==> src/rtl/hdmi_pkg.sv <==
// Shared symbol constants, TERC4 code table, link-state and symbol-class types
// for the TMDS receive decoder.
package hdmi_pkg;

    localparam logic [9:0] CTRL_00 = 10'b1101010100;
    localparam logic [9:0] CTRL_01 = 10'b0010101011;
    localparam logic [9:0] CTRL_10 = 10'b0101010100;
    localparam logic [9:0] CTRL_11 = 10'b1010101011;

    localparam logic [9:0] GB_PAT_A = 10'b1011001100;
    localparam logic [9:0] GB_PAT_B = 10'b0100110011;
    localparam logic [9:0] DI_GB    = GB_PAT_B;

    localparam logic [1:0] GB_LEN = 2'd2;

    typedef enum logic [2:0] {
        ST_CTRL, ST_VGB, ST_VIDEO, ST_DGB_LEAD, ST_ISLAND, ST_DGB_TRAIL
    } link_state_t;

    typedef enum logic [2:0] {
        K_ERR, K_CTRL, K_VIDEO, K_AUX, K_GB
    } sym_kind_t;

    function automatic logic [9:0] video_gb(input int ch);
        return (ch == 1) ? GB_PAT_B : GB_PAT_A;
    endfunction

    function automatic logic [9:0] terc4_code(input logic [3:0] n);
        case (n)
            4'h0:    return 10'b1010011100;
            4'h1:    return 10'b1001100011;
            4'h2:    return 10'b1011100100;
            4'h3:    return 10'b1011100010;
            4'h4:    return 10'b0101110001;
            4'h5:    return 10'b0100011110;
            4'h6:    return 10'b0110001110;
            4'h7:    return 10'b0100111100;
            4'h8:    return 10'b1011001100;
            4'h9:    return 10'b0100111001;
            4'hA:    return 10'b0110011100;
            4'hB:    return 10'b1011000110;
            4'hC:    return 10'b1010001110;
            4'hD:    return 10'b1001110001;
            4'hE:    return 10'b0101100011;
            default: return 10'b1011000011;
        endcase
    endfunction

    function automatic logic is_ctrl(input logic [9:0] s);
        return (s == CTRL_00) || (s == CTRL_01) || (s == CTRL_10) || (s == CTRL_11);
    endfunction

    function automatic logic [1:0] ctrl_bits(input logic [9:0] s);
        case (s)
            CTRL_01: return 2'b01;
            CTRL_10: return 2'b10;
            CTRL_11: return 2'b11;
            default: return 2'b00;
        endcase
    endfunction

    function automatic logic [7:0] tmds_decode(input logic [9:0] s);
        logic [7:0] b;
        logic [7:0] d;
        b    = s[9] ? ~s[7:0] : s[7:0];
        d[0] = b[0];
        for (int i = 1; i < 8; i++)
            d[i] = s[8] ? (b[i] ^ b[i-1]) : ~(b[i] ^ b[i-1]);
        return d;
    endfunction

endpackage

==> src/rtl/terc4_decode.sv <==
// Combinational TERC4 inverse lookup: flags a legal code and returns its nibble.
module terc4_decode
    import hdmi_pkg::*;
(
    input  logic [9:0] symbol,
    output logic       match,
    output logic [3:0] nibble
);

    always_comb begin
        match  = 1'b0;
        nibble = 4'h0;
        for (int i = 0; i < 16; i++) begin
            if (symbol == terc4_code(4'(i))) begin
                match  = 1'b1;
                nibble = 4'(i);
            end
        end
    end

endmodule

==> src/rtl/tmds_decoder.sv <==
// Per-channel HDMI receive decoder: tracks the link period and decodes video, TERC4 or control.
// States: CTRL control period | VGB video guard | VIDEO pixels | DGB_LEAD island lead guard | ISLAND TERC4 | DGB_TRAIL island trail guard
module tmds_decoder
    import hdmi_pkg::*;
#(
    parameter int CHANNEL = 0
) (
    input  logic       clk,
    input  logic       reset_n,
    input  logic [9:0] symbol,
    input  logic       symbol_valid,
    input  logic       di_gb_in,
    output logic       di_gb_out,
    output logic       out_valid,
    output logic [7:0] pixel_component,
    output logic [3:0] aux_data,
    output logic       c0,
    output logic       c1,
    output logic       vde,
    output logic       ade,
    output logic       gb,
    output logic       code_err
);

    localparam logic       IS_CH0  = (CHANNEL == 0);
    localparam logic       IS_CH1  = (CHANNEL == 1);
    localparam logic [9:0] VGB_PAT = video_gb(CHANNEL);

    logic [9:0]  s1_sym;
    logic        s1_valid;
    logic        s1_match;
    logic [3:0]  s1_nib;
    link_state_t state;
    link_state_t nxt;
    logic [1:0]  gb_left;
    logic [1:0]  gb_nxt;
    sym_kind_t   kind;
    logic [9:0]  s2_sym;
    logic [3:0]  s2_nib;
    sym_kind_t   s2_kind;
    logic        s2_valid;

    logic is_ctl, pat_vgb, pat_dgb, vgb_hit, dgb_hit, dgb_cont;

    terc4_decode u_terc4 (
        .symbol (s1_sym),
        .match  (s1_match),
        .nibble (s1_nib)
    );

    assign di_gb_out = (CHANNEL == 2) && (s1_sym == DI_GB) && (state == ST_CTRL);

    // ch1 shares one pattern for both guard bands; ch2's same-cycle view breaks the tie.
    always_comb begin
        is_ctl   = is_ctrl(s1_sym);
        pat_vgb  = (s1_sym == VGB_PAT);
        pat_dgb  = (s1_sym == DI_GB);
        vgb_hit  = IS_CH1 ? (pat_vgb && !di_gb_in) : pat_vgb;
        dgb_hit  = IS_CH0 ? (s1_match && (s1_nib != 4'h8))
                 : IS_CH1 ? (pat_dgb && di_gb_in) : pat_dgb;
        dgb_cont = IS_CH0 ? s1_match : pat_dgb;
        kind     = K_ERR;
        nxt      = state;
        gb_nxt   = gb_left;
        case (state)
            ST_CTRL: begin
                if (is_ctl) begin
                    kind = K_CTRL;
                end else if (vgb_hit) begin
                    kind   = K_GB;
                    nxt    = ST_VGB;
                    gb_nxt = GB_LEN - 2'd1;
                end else if (dgb_hit) begin
                    kind   = IS_CH0 ? K_AUX : K_GB;
                    nxt    = ST_DGB_LEAD;
                    gb_nxt = GB_LEN - 2'd1;
                end
            end
            ST_VGB: begin
                if (pat_vgb) begin
                    kind   = K_GB;
                    gb_nxt = gb_left - 2'd1;
                    if (gb_left == 2'd1) nxt = ST_VIDEO;
                end else begin
                    nxt    = ST_CTRL;
                    gb_nxt = 2'd0;
                end
            end
            ST_VIDEO: begin
                if (is_ctl) begin
                    kind = K_CTRL;
                    nxt  = ST_CTRL;
                end else begin
                    kind = K_VIDEO;
                end
            end
            ST_DGB_LEAD: begin
                if (dgb_cont) begin
                    kind   = IS_CH0 ? K_AUX : K_GB;
                    gb_nxt = gb_left - 2'd1;
                    if (gb_left == 2'd1) nxt = ST_ISLAND;
                end else begin
                    nxt    = ST_CTRL;
                    gb_nxt = 2'd0;
                end
            end
            ST_ISLAND: begin
                if (is_ctl) begin
                    kind = K_CTRL;
                    nxt  = ST_CTRL;
                end else if (!IS_CH0 && pat_dgb) begin
                    kind   = K_GB;
                    nxt    = ST_DGB_TRAIL;
                    gb_nxt = GB_LEN - 2'd1;
                end else if (s1_match) begin
                    kind = K_AUX;
                end
            end
            ST_DGB_TRAIL: begin
                nxt = ST_CTRL;
                if (pat_dgb) begin
                    kind   = K_GB;
                    gb_nxt = gb_left - 2'd1;
                    if (gb_left != 2'd1) nxt = ST_DGB_TRAIL;
                end else begin
                    gb_nxt = 2'd0;
                end
            end
            default: begin
                nxt    = ST_CTRL;
                gb_nxt = 2'd0;
            end
        endcase
    end

    always_ff @(posedge clk) begin
        if (!reset_n) begin
            s1_sym          <= '0;
            s1_valid        <= 1'b0;
            state           <= ST_CTRL;
            gb_left         <= '0;
            s2_sym          <= '0;
            s2_nib          <= '0;
            s2_kind         <= K_ERR;
            s2_valid        <= 1'b0;
            out_valid       <= 1'b0;
            pixel_component <= '0;
            aux_data        <= '0;
            c0              <= 1'b0;
            c1              <= 1'b0;
            vde             <= 1'b0;
            ade             <= 1'b0;
            gb              <= 1'b0;
            code_err        <= 1'b0;
        end else begin
            s1_valid <= symbol_valid;
            if (symbol_valid) s1_sym <= symbol;
            s2_valid <= s1_valid;
            if (s1_valid) begin
                state   <= nxt;
                gb_left <= gb_nxt;
                s2_sym  <= s1_sym;
                s2_nib  <= s1_nib;
                s2_kind <= kind;
            end
            out_valid <= s2_valid;
            vde       <= 1'b0;
            ade       <= 1'b0;
            gb        <= 1'b0;
            code_err  <= 1'b0;
            if (s2_valid) begin
                case (s2_kind)
                    K_CTRL:  {c1, c0} <= ctrl_bits(s2_sym);
                    K_VIDEO: begin
                        pixel_component <= tmds_decode(s2_sym);
                        vde             <= 1'b1;
                    end
                    K_AUX: begin
                        aux_data <= s2_nib;
                        ade      <= 1'b1;
                    end
                    K_GB:    gb       <= 1'b1;
                    default: code_err <= 1'b1;
                endcase
            end
        end
    end

endmodule
==> config.mk <==
export PLATFORM = sky130hd
export DESIGN_NAME = tmds_decoder
export DESIGN_NICKNAME = d
export VERILOG_FILES = /design/src/rtl/hdmi_pkg.sv /design/src/rtl/terc4_decode.sv /design/src/rtl/tmds_decoder.sv
export SDC_FILE = /design/constraint.sdc
export NUM_CORES = 1
export LEC_CHECK = 0
export BUFFER_PORTS_ARGS = -buffer_cell sky130_fd_sc_hd__buf_2
export CAP_MARGIN = 5
export CORE_MARGIN = 5
export CORE_UTILIZATION = 30
export DETAILED_ROUTE_END_ITERATION = 6
export PLACE_DENSITY_LB_ADDON = 0.05
export SLEW_MARGIN = 10
export SYNTH_ARGS = -nofsm -noshare
export SYNTH_HDL_FRONTEND = slang
export SYNTH_SLANG_ARGS = --single-unit
==> constraint.sdc <==
create_clock -name clk -period 2.1 [get_ports clk]
set_input_delay 0.105 -clock clk [delete_from_list [all_inputs] [get_ports clk]]
set_output_delay 0.105 -clock clk [all_outputs]
set_load 0.02 [all_outputs]
Word-level counts from Yosys, hierarchy flattened:

Cells that the tools add are included.
W data, S select, Z words.

* register bits: 53
* input bits: 14
* output and inout bits: 20
* logic and storage cells: 159

* add/sub/neg operators: 1
* eq/ne operators: 41
* multiplexer cells: 71
* bitwise logic cells: 16
* reductions and logical operators: 13

Operators with widths (number)
* $eq A10 B10 Y1 const B: 12
* $eq A10 B9 Y1 const B: 10
* $mux W3: 18
* $mux W4: 8
* $mux W1: 28
* $mux W2: 12
* $eq A10 B8 Y1 const B: 2
* $pmux W3 S6: 1
* $pmux W3 S5: 1
* $eq A3 B2 Y1 const B: 4
* $pmux W2 S5: 1
* $eq A3 B3 Y1 const B: 3
* $ne A3 B3 Y1 const B: 3
* $mux W8: 1
* $not A1 Y1: 8
* $not A8 Y8: 1
* $reduce_and A2 Y1: 4
* $xor A1 B1 Y1: 7
* $eq A3 B1 Y1 const B: 2
* $pmux W2 S3: 1
* $reduce_and A6 Y1: 1
* $ne A2 B1 Y1 const B: 2
* $ne A4 B4 Y1 const B: 1
* $reduce_and A4 Y1: 1
* 8 further kinds: 10

Longest topological paths before layout:

Gate-level depths: netlist of the first run.

* depth in word-level cells: 22
* gate-level depth with buffers: 8

By module:

From an unflattened synthesis of the first run, not the netlist that was laid out.

* cell total of the unflattened synthesis: 302
* area total of the unflattened synthesis: 2721.4 µm²

Modules (own cells, without submodules)
* tmds_decoder: instances 1, cells each 247, area each 2357.3 µm², sequential area each 1061.0 µm²
* terc4_decode: instances 1, cells each 55, area each 364.1 µm², sequential area each 0.0 µm²

Worst setup path before layout of the first run:

No wires, ideal clock.

* path type: register to register
* start point: register s1_sym[6]
* end point: register state[1]
* setup time: 0.072 ns
* data arrival time: 2.179 ns
* data required time: 2.028 ns
* path slack: -0.151 ns
* cell stages (with the launch flop): 9
* path buffers: 1
* clock period less this slack: 2.251 ns
* cell sequence: dfxtp_1 -> buf_2 -> or3b_1 -> or3b_1 -> o22a_2 -> a32o_1 -> a31oi_2 -> and3_4 -> mux2i_1

* word-level cells in the longest chain between the ends: 20
* elaborated cells between the ends (all ways): 69

RTL lines
* start: declaration: line tmds_decoder.sv:29 `logic [9:0] s1_sym;`
* start signal: assignment: line tmds_decoder.sv:157 `if (symbol_valid) s1_sym <= symbol;`
* $eq A10 B10 Y1: line terc4_decode.sv:14 `if (symbol == terc4_code(4'(i))) begin`
* $mux W1: line terc4_decode.sv:14
* $mux W2 or $mux W1 (tied branches) (2 in series): line terc4_decode.sv:14
* $mux W3 or $mux W1 (tied branches) (4 in series): line terc4_decode.sv:14
* $mux W4 or $mux W1 (tied branches) (8 in series): line terc4_decode.sv:14
* $ne A4 B4 Y1 or $mux W1 (tied branches): line tmds_decoder.sv:59, terc4_decode.sv:14
* $logic_and A1 B1 Y1: line tmds_decoder.sv:59 `dgb_hit = IS_CH0 ? (s1_match && (s1_nib != 4'h8))`
* $ne A3 B3 Y1 (no source line)
* $reduce_and A6 Y1 (no source line)
* end signal: assignment: line tmds_decoder.sv:160 `state <= nxt;`
* end: declaration: line tmds_decoder.sv:33 `link_state_t state;`

Parallel ways exist; a longest one is shown, timed or not. The select of a mux whose other input is x is not followed.
A chain may end at the register's enable or synchronous reset.

Worst setup path in the final report of the first run:

* start point: register s1_sym[2]
* end point: register state[1]

The elaborated chain is that of the path after synthesis.

==> reports/metrics.yaml, run 1 <==
route:
  drt.antenna.violating_nets: 0
  drc: 0
  drtIter0Drc: 111
  firstDrtPassIters: 4
  drt-total-wl_mm: 7.590
  wl_per_cell_um: 15.30
  via_per_inst: 5.036
  num_vias: 2498
sta:
  fmax_mhz: 440.1
  finalWorstSetupSlack_ns: -0.1720
  relSlewSlack: 0.6156
  tightestPinTransition_ns: 0.5721
  slew_violations: 0
  hold_viol: 0
  post-route-period-util: 1.082
  fin_skew_ns: 0.01304
  setup_viol: 7
  rsz0062_at_grt: "yes"
  layout_min_cycle_time_ns: 2.272
logic_synthesis:
  syn-num-nets: 328
  yosysTopAreaCell: "dfxtp_1"
  synth_area_um2: 2751
  async_flop_share: 0
  yosysUniqueCellTypes: 62
  seq_area_frac_synth: 0.3856
  syn_area_per_cell_um2: 8.790
  yosys-top-cells-area: "dfxtp_1, mux2i_1, nor2_1, xnor2_1, a211oi_1"
  netlist.area_leader.share: 0.3856
  ys.flop_type: "dfxtp_1"
  ys_warn_count: 0
  synth-edff-count: 0
  synth_cells: 313
  synth-seq-cells: 53
setup_path:
  timing.rr.start: "s1_sym[2]"
  startpoint: "s1_sym[2]"
  end_kind: "flip-flop"
  cp.required_ns: 2.35
  critPathLaunchType: "flip-flop"
  arrival_ns: 2.53
  criticalPathCategory: "reg -> reg"
  path_max_fanout: 3
cells_and_area:
  regArea_um2: 1081
  utilization: 0.4052
  drive_above_1_share: 0.3429
  multi_input_comb_area_um2: 1715
  area_growth_pct: 34.15
  num-nets-final: 399
  fill_cells: 939
  antenna_cells: 0
clock_network:
  clockRootBuffer: "clkbuf_8"
  cts.path.max_buffers: 2
  cts_buffers: 5
  cts_tree: "yes"
  clock_latency_ns: 0.31
  cts_max_level: 2
  cts.reportedPaths.clkPinSlew_ns: 0.11
  clock-sinks: 53
global_route:
  grtUsageTotal: 0.1397
  use_met1: 0.1900
  grt_pass1_wl_mm: 12.70
  gr-max-usage-layer: "met2"
  grt_start_max_net_pins: 29
  antenna_found_initial: 0
  met2_usage: 0.2295
  grt_pass1_vias: 2473
  overflow: 0
  use_met3: 0.02511
floorplan:
  die_w_um: 105.8
  io_pins: 34
  fp.coreArea_um2: 9109
  fp-row-count: 35
  die_h_um: 105.8
  initial_core_util: 0.3021
  fp.dieArea_um2: 11190
status:
  violations: "negative setup slack"
  run_status: "complete, but fails checks"
place:
  pre_cts_ws_ns: -0.2730
  io_buffers: 31
  hpwl_mm: 5.643
  gp_routability_congestion: 0.8189
pwr:
  ir_drop_mv: 0.3120
  p_per_area_nw_per_um2: 579.2
  power_leakage_uw: 0.001478
flow_run:
  drv_cap: 0
min_path:
  hp-start: "symbol[2]"
  hp-class: "in -> reg"
synth_stat cells (3+ instances only):
| cell type | n |
|---|---|
| dfxtp_1 | 53 |
| nor2_1 | 52 |
| mux2i_1 | 28 |
| xnor2_1 | 17 |
| clkbuf_1 | 16 |
| nand2_1 | 13 |
| a211oi_1 | 12 |
| a31oi_1 | 8 |
| o21ai_0 | 7 |
| inv_1 | 6 |
| nand3_1 | 6 |
| nand4b_1 | 5 |
| nor4_1 | 5 |
| nor4bb_1 | 5 |
| a21oi_1 | 4 |
| and2_1 | 4 |
| nand2b_1 | 4 |
| nor3_1 | 4 |
| nor4b_1 | 4 |
| or3b_1 | 4 |
| buf_1 | 3 |
| buf_2 | 3 |
| nor3b_1 | 3 |
power breakdown:
group	total, µW	leakage (µW)	internal, µW	switching (µW)
logic	221	0.000975	111	110
registers	1060	0.000435	1030	33.4
clock network	855	0.0000687	481	374
per-stage QoR:
step | hold WS, ns | TNS, ns | area, µm² | total power (µW) | std cells
floorplan | 0.2522 | -0.2462 | 2764 | 1202 | 313
global placement | 0.3383 | -1.048 | 3346 | 1292 | 482
detailed placement | 0.3457 | -1.554 | 3346 | 1294 | 482
CTS | 0.01675 | -0.4708 | 3613 | 2163 | 495
global route | 0.02799 | -1.224 | 3691 | 2229 | 496
finish | 0.02146 | -0.4911 | 3691 | 2138 | 496
final cells by class:
cell class | instances | share of cell area
timing repair buffer | 87 | 0.1603
tap | 111 | 0.03763
clock buffer | 5 | 0.01864
clock inverter | 3 | 0.01864
multi-input combinational | 230 | 0.4647
inverter | 7 | 0.007119
sequential | 53 | 0.2929
cell usage in the layout, fill, tap and decap left out, drive strengths merged, types with 2 or more instances in the layout:
| cell type | synthesis | routed |
|---|---|---|
| nor4b | 4 | 4 |
| nand4 | 2 | 2 |
| buf | 7 | 87 |
| xnor2 | 17 | 17 |
| nand2b | 4 | 4 |
| nor4bb | 5 | 5 |
| nor3b | 4 | 4 |
| dfxtp | 53 | 53 |
| or3b | 5 | 5 |
| or2 | 3 | 3 |
| a31oi | 9 | 9 |
| nor2 | 52 | 52 |
| nor4 | 6 | 6 |
| and2 | 4 | 4 |
| bufinv | 0 | 2 |
| o21ai | 7 | 7 |
| inv | 6 | 7 |
| and3 | 3 | 3 |
| clkbuf | 16 | 5 |
| nand3 | 6 | 6 |
| nor3 | 4 | 4 |
| o31ai | 2 | 2 |
| a211oi | 14 | 14 |
| o22ai | 2 | 2 |
| xor2 | 2 | 2 |
| nand2 | 14 | 14 |
| a21oi | 4 | 4 |
| nand4b | 5 | 5 |
| mux2i | 28 | 28 |
| or4 | 2 | 2 |
| nor2b | 2 | 2 |
final timing paths:
path	end	slack, ns	cells after the start
setup / recovery	state[1]	-0.17	7
hold / removal	s1_sym[2]	0.02	3
setup reg to reg	state[1]	-0.17	7
hold reg to reg	gb_left[1]	0.48	2
flip-flops by register name, summed over array words and instances, names as in the netlist:
register         count
ade                  1
s2_nib               4
s1_valid             1
s2_sym              10
code_err             1
c1                   1
s2_valid             1
out_valid            1
c0                   1
state                3
gb                   1
s1_sym              10
vde                  1
gb_left              2
s2_kind              3
aux_data             4
pixel_component      8
logic make-up after synthesis:
logic type      Yosys count  share of synthesized area
flops                    53                     0.3856
xor+xnor                 19                    0.06048
fa+ha+maj                 1                   0.004547
compound gates           51                     0.1364
buf+inv                  30                    0.04365
simple gates            130                     0.2660
other cells               1                   0.001363
mux                      28                     0.1019
critical path: stages (launching register included):
cell	delay (ns)
dfxtp_4	0.36
or3b_4	0.39
or3b_1	0.36
o22a_2	0.25
a32o_2	0.29
a31oi_4	0.16
and3_4	0.23
mux2i_1	0.17
layer usage:
layer	wire length, µm	vias to the layer above
met5	0	-
met4	72	0
met3	271	6
met2	3514	50
met1	3732	1173
li1	-	1269
what timing repair did:
action                     4_1_cts  5_1_grt
hold buffers                     0        0
setup endpoints to repair        7       11
setup buffers                    5        1
gates resized for setup         25       13
pin swaps                        7        5
Power figures use the tool's default switching activity.
==> inputs of run 2 (changes only) <==
--- a/config.mk
+++ b/config.mk
@@ -15,3 +15,4 @@
 export SYNTH_ARGS = -nofsm -noshare
 export SYNTH_HDL_FRONTEND = slang
 export SYNTH_SLANG_ARGS = --single-unit
+export TNS_END_PERCENT = 5
==> reports/metrics.yaml, run 2 (synthesis results as in run 1) <==
sta:
  hold_viol: 0  # unchanged
  finalWorstSetupSlack_ns: -0.1387  # +0.03327 ns
  post-route-period-util: 1.066  # -0.01584
  setup_viol: 5  # -2
  fmax_mhz: 446.7  # +1.5%
  tightestPinTransition_ns: 0.5580  # -0.01411 ns
  hold_slack_ns: 0.02189  # +0.0004299 ns
  relSlewSlack: 0.6275  # +0.01183
  rsz0062_at_grt: "yes"
  setup_tns_ns: -0.4460  # +0.04517 ns
  fin_skew_ns: 0.007645  # -0.005395 ns
  layout_min_cycle_time_ns: 2.239  # -0.03327 ns
  slew_violations: 0  # unchanged
global_route:
  grt_start_max_net_pins: 35  # +21%
  grt_pass1_wl_mm: 12.41  # -2.3%
  grt_pass1_vias: 2406  # -2.7%
  antenna_found_initial: 0  # unchanged
  overflow: 0  # unchanged
  grtUsageTotal: 0.1370  # -0.002730
route:
  via_per_inst: 4.984  # -1.0%
  firstDrtPassIters: 4  # unchanged
  drtIter0Drc: 78  # -30%
  wl_per_cell_um: 15.07  # -1.5%
  drc: 0  # unchanged
  num_vias: 2442  # -2.2%
  drt-total-wl_mm: 7.383  # -2.7%
  drt.antenna.violating_nets: 0  # unchanged
floorplan:
  io_pins: 34  # unchanged
  fp-row-count: 35  # unchanged
  initial_core_util: 0.3021  # unchanged
  fp.dieArea_um2: 11190  # unchanged
  die_w_um: 105.8  # unchanged
  fp.coreArea_um2: 9109  # unchanged
  die_h_um: 105.8  # unchanged
min_path:
  hold_end: "s1_sym[2]"
  holdPathStages: 3  # unchanged
  hp-start: "symbol[2]"
  hp-class: "in -> reg"
pwr:
  swShare: 0.2638  # +0.02185
  power_frac_comb: 0.114  # +0.011
  switching_power_uw: 492.6  # -4.8%
  clkPwrFrac: 0.316  # -0.084
  p_per_area_nw_per_um2: 529.1  # -8.6%
  p_seq_frac: 0.571  # +0.074
  ir_drop_mv: 0.3110  # -0.33%
  p_int_uw: 1374  # -15%
  power_leakage_uw: 0.001401  # -5.2%
setup_path:
  path_max_fanout: 7  # +4
  arrival_ns: 2.48  # -0.05 ns
  critPathLaunchType: "flip-flop"
  timing.rr.start: "s1_sym[3]"
  r2r_cells: 7  # unchanged
  cp.required_ns: 2.34  # about the same
  reg2reg_to: "state[1]"
  criticalPathCategory: "reg -> reg"
  end_kind: "flip-flop"
  rrSetupSlack_ns: -0.14  # +0.03 ns
cells_and_area:
  drive_above_1_share: 0.3193  # -0.02360
  area_growth_pct: 28.24
  multi_input_comb_area_um2: 1655  # -3.5%
  fill_cells: 977  # +4.0%
  regArea_um2: 1077  # -0.35%
  final_area_um2: 3528  # -4.4%
  most-common-layout-cells: "nor2_1, buf_4, dfxtp_1"
  biggestRegsByFlops: "s1_sym (10), s2_sym (10), pixel_component (8)"
  antenna_cells: 0  # unchanged
  num-nets-final: 393  # -1.5%
  final_common_cell: "nor2_1"
  utilization: 0.3874  # -0.01786
place:
  hpwl_mm: 5.600  # -0.75%
  io_buffers: 31  # unchanged
  gp_routability_congestion: 0.8198  # +0.11%
  pre_cts_ws_ns: -0.2469  # +0.02607 ns
  placed_area_um2: 3339  # -0.19%
clock_network:
  cts_tree: "yes"
  cts.reportedPaths.clkPinSlew_ns: 0.10  # about the same
  hold_buffers: 0  # unchanged
  cts_setup_buffers: 0  # -5
  cts_buffers: 5  # unchanged
  clock-sinks: 53  # unchanged
  clockRootBuffer: "clkbuf_8"
  cts_max_level: 2  # unchanged
  cts.path.max_buffers: 2  # unchanged
  clock_latency_ns: 0.31  # about the same
status:
  run_status: "complete, but fails checks"
  violations: "negative setup slack"
flow_run:
  drv_cap: 0  # unchanged
==> run 2: how the worst max path moves through the flow <==
stage | cells after the start | end | slack (ns) | from
after global routing | 8 | state[0] | -0.23 | s1_sym[3]
after detailed placement | 9 | state[2] | -0.25 | s1_sym[6]
after global placement | 9 | state[2] | -0.19 | s1_sym[6]
after CTS | 7 | state[1] | -0.14 | s1_sym[3]
final | 7 | state[1] | -0.14 | s1_sym[3]
after floorplan | 8 | state[1] | -0.13 | s1_sym[6]
==> run 2: area by class of cell <==
type | count | share of cell area
Inverter | 7 | 0.007447
Timing Repair Buffer | 81 | 0.1539
Sequential cell | 53 | 0.3053
Clock buffer | 6 | 0.02057
Multi-Input combinational cell | 230 | 0.4692
Clock inverter | 2 | 0.004255
Tap cell | 111 | 0.03936
==> run 2: timing repair <==
item,4_1_cts,5_1_grt
setup endpoints to repair,7,9
hold endpoints to repair,0,0
pin swaps,1,2
resized for setup,17,11
==> run 2: power by group through the flow <==
stage | combinational (µW) | sequential, µW | clock (µW)
after floorplan | 131 | 1070 | 0
after global placement | 206 | 1090 | 0
after detailed placement | 207 | 1090 | 0
after CTS | 211 | 1070 | 622
after global routing | 233 | 1070 | 670
final | 212 | 1070 | 590
==> run 2: critical path, cell delays in order (launching register included) <==
cell	delay, ns
dfxtp_4	0.38
or3b_4	0.39
or3b_1	0.35
o22a_2	0.20
a32o_1	0.25
a31oi_2	0.18
and3_4	0.24
mux2i_1	0.17
==> run 2: per-layer routing <==
metal / part of all wire / routed length [µm] / track usage / up-vias
li1: - / - / - / 1255
met2: 0.45 / 3357 / 0.2236 / 41
met4: 0.017 / 127 / 0.04440 / 0
met3: 0.030 / 220 / 0.02694 / 9
met5: 0 / 0 / 0 / -
met1: 0.50 / 3677 / 0.1812 / 1137
==> run 2: through the flow <==
stage	power (µW)	instances
global placement	1292	482
global route	1975	490
finish	1867	490
CTS	1898	490
floorplan	1201	313
detailed placement	1294	482
==> inputs of run 3 (changes only) <==
--- a/config.mk
+++ b/config.mk
@@ -6,7 +6,7 @@
 export NUM_CORES = 1
 export LEC_CHECK = 0
 export BUFFER_PORTS_ARGS = -buffer_cell sky130_fd_sc_hd__buf_2
-export CAP_MARGIN = 5
+export CAP_MARGIN = 20
 export CORE_MARGIN = 5
 export CORE_UTILIZATION = 30
 export DETAILED_ROUTE_END_ITERATION = 6
@@ -14,5 +14,6 @@
 export SLEW_MARGIN = 10
 export SYNTH_ARGS = -nofsm -noshare
 export SYNTH_HDL_FRONTEND = slang
+export SYNTH_HIERARCHICAL = 1
 export SYNTH_SLANG_ARGS = --single-unit
 export TNS_END_PERCENT = 5
==> reports/metrics.yaml, run 3 <==
status:
  run_status: "complete, but fails checks"
  violations: "negative setup slack"
setup_path:
  timing.rr.start: "s1_sym[4]"
  cp_slowest_cell: "or3_2"
  r2r_cells: 11  # +4
  end_kind: "flip-flop"
  path_depth: 11  # +4
  crit_chain: "nand4bb_4, or3_2, nor3_2, nor2_1, nand4_1, o41ai_1, buf_4, and3_4, or3_4, nor4_4, o221a_1"
  cpPeakStageDelay_ns: 0.49  # +0.10 ns
  cp.required_ns: 2.35  # about the same
  arrival_ns: 2.96  # +0.48 ns
  criticalPathCategory: "reg -> reg"
  reg2reg_to: "state[0]"
  rrSetupSlack_ns: -0.61  # -0.47 ns
  cp_num_buf_inv: 1  # +1
  crit_family: "simple AND/OR/NAND/NOR gates"
  path_max_fanout: 7  # unchanged
  critPathLaunchType: "flip-flop"
floorplan:
  fp.dieArea_um2: 11080  # -0.99%
  die_h_um: 105.2  # -0.50%
  initial_core_util: 0.3105  # +0.008476
  die_w_um: 105.2  # -0.50%
  fp.coreArea_um2: 8763  # -3.8%
  io_pins: 34  # unchanged
  fp-row-count: 34  # -2.9%
route:
  wl_per_cell_um: 15.01  # -0.39%
  wl_met2_mm: 3.339  # -0.54%
  num_vias: 2281  # -6.6%
  via_per_inst: 4.864  # -2.4%
  drt-total-wl_mm: 7.039  # -4.7%
  wl_met3_um: 219  # -0.45%
  drtIter0Drc: 80  # +2.6%
  wl_met1_mm: 3.451  # -6.1%
  routed.top_layer: "met4"
  firstDrtPassIters: 4  # unchanged
  drc: 0  # unchanged
  drt.antenna.violating_nets: 0  # unchanged
clock_network:
  cts_tree: "yes"
  clock-sinks: 53  # unchanged
  cts.reportedPaths.clkPinSlew_ns: 0.10  # about the same
  cts_max_level: 2  # unchanged
  clock_latency_ns: 0.31  # about the same
  hold_buffers: 0  # unchanged
  cts.path.max_buffers: 2  # unchanged
  clockRootBuffer: "clkbuf_8"
  cts_buffers: 5  # unchanged
pwr:
  power_uw: 1858  # -0.45%
  p_per_area_nw_per_um2: 539.7  # +2.0%
  power_leakage_uw: 0.001347  # -3.9%
  ir_drop_mv: 0.3281  # +5.5%
logic_synthesis:
  syn-num-nets: 317  # -3.4%
  synth_cells: 302  # -3.5%
  synth-adder-area-share: 0.008276  # +0.003728
  seq_area_frac_synth: 0.3899  # +0.004255
  synth_most_common_cell: "dfxtp_1"
  ys_top_cells_by_count: "dfxtp_1, nor2_1, mux2i_1"
  ys.flop_type: "dfxtp_1"
  synth-seq-cells: 53  # unchanged
  netlist.area_leader.share: 0.3899  # +0.004255
  synth-compound-area-share: 0.1159  # -0.02056
  yosys.area_share.simple: 0.2786  # +0.01259
  synthMuxAreaShare: 0.1140  # +0.01216
  syn_area_per_cell_um2: 9.011  # +2.5%
  synth-edff-count: 0  # unchanged
  synth_top_family_by_area: "simple AND/OR/NAND/NOR gates"
  ys_warn_count: 6  # +6
  yosysUniqueCellTypes: 60  # -3.2%
  synth_area_um2: 2721  # -1.1%
  yosysTopAreaCell: "dfxtp_1"
  async_flop_share: 0  # unchanged
  yosys-top-cells-area: "dfxtp_1, mux2i_1, nor2_1, xnor2_1, a211oi_1"
  synthXorXnorAreaFrac: 0.04828  # -0.01221
sta:
  slew_violations: 0  # unchanged
  relSlewSlack: 0.6516  # +0.02415
  tightestPinTransition_ns: 0.5219  # -0.03617 ns
  rsz0062_at_grt: "yes"
  finalWorstSetupSlack_ns: -0.6103  # -0.4716 ns
  fmax_mhz: 369.0  # -17%
  fin_skew_ns: 0.006881  # -0.0007634 ns
  hold_slack_ns: 0.02563  # +0.003735 ns
  setup_tns_ns: -3.237  # -2.791 ns
  setup_viol: 7  # +2
  hold_viol: 0  # unchanged
  layout_min_cycle_time_ns: 2.710  # +0.4716 ns
  post-route-period-util: 1.291  # +0.2246
cells_and_area:
  most-common-layout-cells: "nor2_1, dfxtp_1, buf_4"
  num-nets-final: 375  # -4.6%
  drive_above_1_share: 0.3047  # -0.01455
  biggestRegsByFlops: "s1_sym (10), s2_sym (10), pixel_component (8)"
  final_common_cell: "nor2_1"
  antenna_cells: 0  # unchanged
  area_growth_pct: 26.53
place:
  gp_routability_congestion: 0.8378  # +2.2%
  io_buffers: 31  # unchanged
  hpwl_mm: 5.211  # -7.0%
min_path:
  holdPathStages: 3  # unchanged
  hp-start: "symbol[1]"
  hp-class: "in -> reg"
  hold_end: "s1_sym[1]"
global_route:
  grt_pass1_vias: 2288  # -4.9%
  antenna_found_initial: 0  # unchanged
  grt_pass1_wl_mm: 11.83  # -4.7%
  grt_start_max_net_pins: 38  # +8.6%
  grtUsageTotal: 0.1285  # -0.008524
  overflow: 0  # unchanged
flow_run:
  drv_cap: 0  # unchanged
[run 3: layout make-up]
type / instances / area, µm²
clock inverter: 2 / 12.51
sequential: 53 / 1087
fill: 920 / 5320
inverter: 10 / 37.54
multi-input combinational: 221 / 1654
timing repair buffer: 69 / 444.2
clock buffer: 6 / 72.57
tap: 108 / 135.1
[run 3: worst reg2reg max path, cell delays in order (launching register included)]
cell and delay (ns):
dfxtp_4 0.38, nand4bb_4 0.25, or3_2 0.49, nor3_2 0.16, nor2_1 0.07, nand4_1 0.13
o41ai_1 0.09, buf_4 0.14, and3_4 0.16, or3_4 0.43, nor4_4 0.14, o221a_1 0.22
[run 3: timing repair]
item	4_1_cts	5_1_grt
buffers inserted	2	0
gates resized for setup	5	5
pin swaps	3	3
setup endpoints to repair	7	7
[run 3: cells by family (layout without fill, tap and decap cells)]
| logic type | after synthesis | count (layout) |
|---|---|---|
| flip-flops | 53 | 53 |
| buffers and inverters | 28 | 87 |
| XOR/XNOR | 15 | 15 |
| other | 1 | 1 |
| AO/OA/AOI/OAI | 44 | 44 |
| AND/OR/NAND/NOR | 128 | 128 |
| adder cells (fa/ha/maj) | 2 | 2 |
| multiplexers | 31 | 31 |
[run 3: metrics by stage]
stage	instances	utilization	setup WS (ns)	cell area (µm²)
floorplan	302	-	-0.4095	2828
global placement	459	0.3759	-0.7041	3294
detailed placement	459	0.3759	-0.6535	3294
CTS	469	0.3902	-0.6013	3420
global route	469	0.3929	-0.7158	3443
finish	469	0.3929	-0.6103	3443
[run 3: routing by layer]
layer  global-route usage  vias to the layer above
li1                     -                     1193
met1               0.1729                     1051
met2               0.2158                       35
met3              0.02567                        2
met4              0.02192                        0
met5                    0                        -
[run 3: worst max path at each step]
stage,start,end,slack [ns]
3_5_place_dp,s1_sym[6],state[0],-0.65
3_3_place_gp,s1_sym[6],state[0],-0.70
4_1_cts,s1_sym[4],state[0],-0.60
5_1_grt,s1_sym[4],state[0],-0.72
6_report,s1_sym[4],state[0],-0.61
2_1_floorplan,s1_sym[0],state[0],-0.41
[run 3: power by group]
| group | leakage (µW) | internal [µW] | switching, µW |
|---|---|---|---|
| clock network | 0.0000461 | 239 | 362 |
| logic | 0.000866 | 99.4 | 104 |
| registers | 0.000435 | 1020 | 29.7 |
| total | 0.00135 | 1360 | 496 |
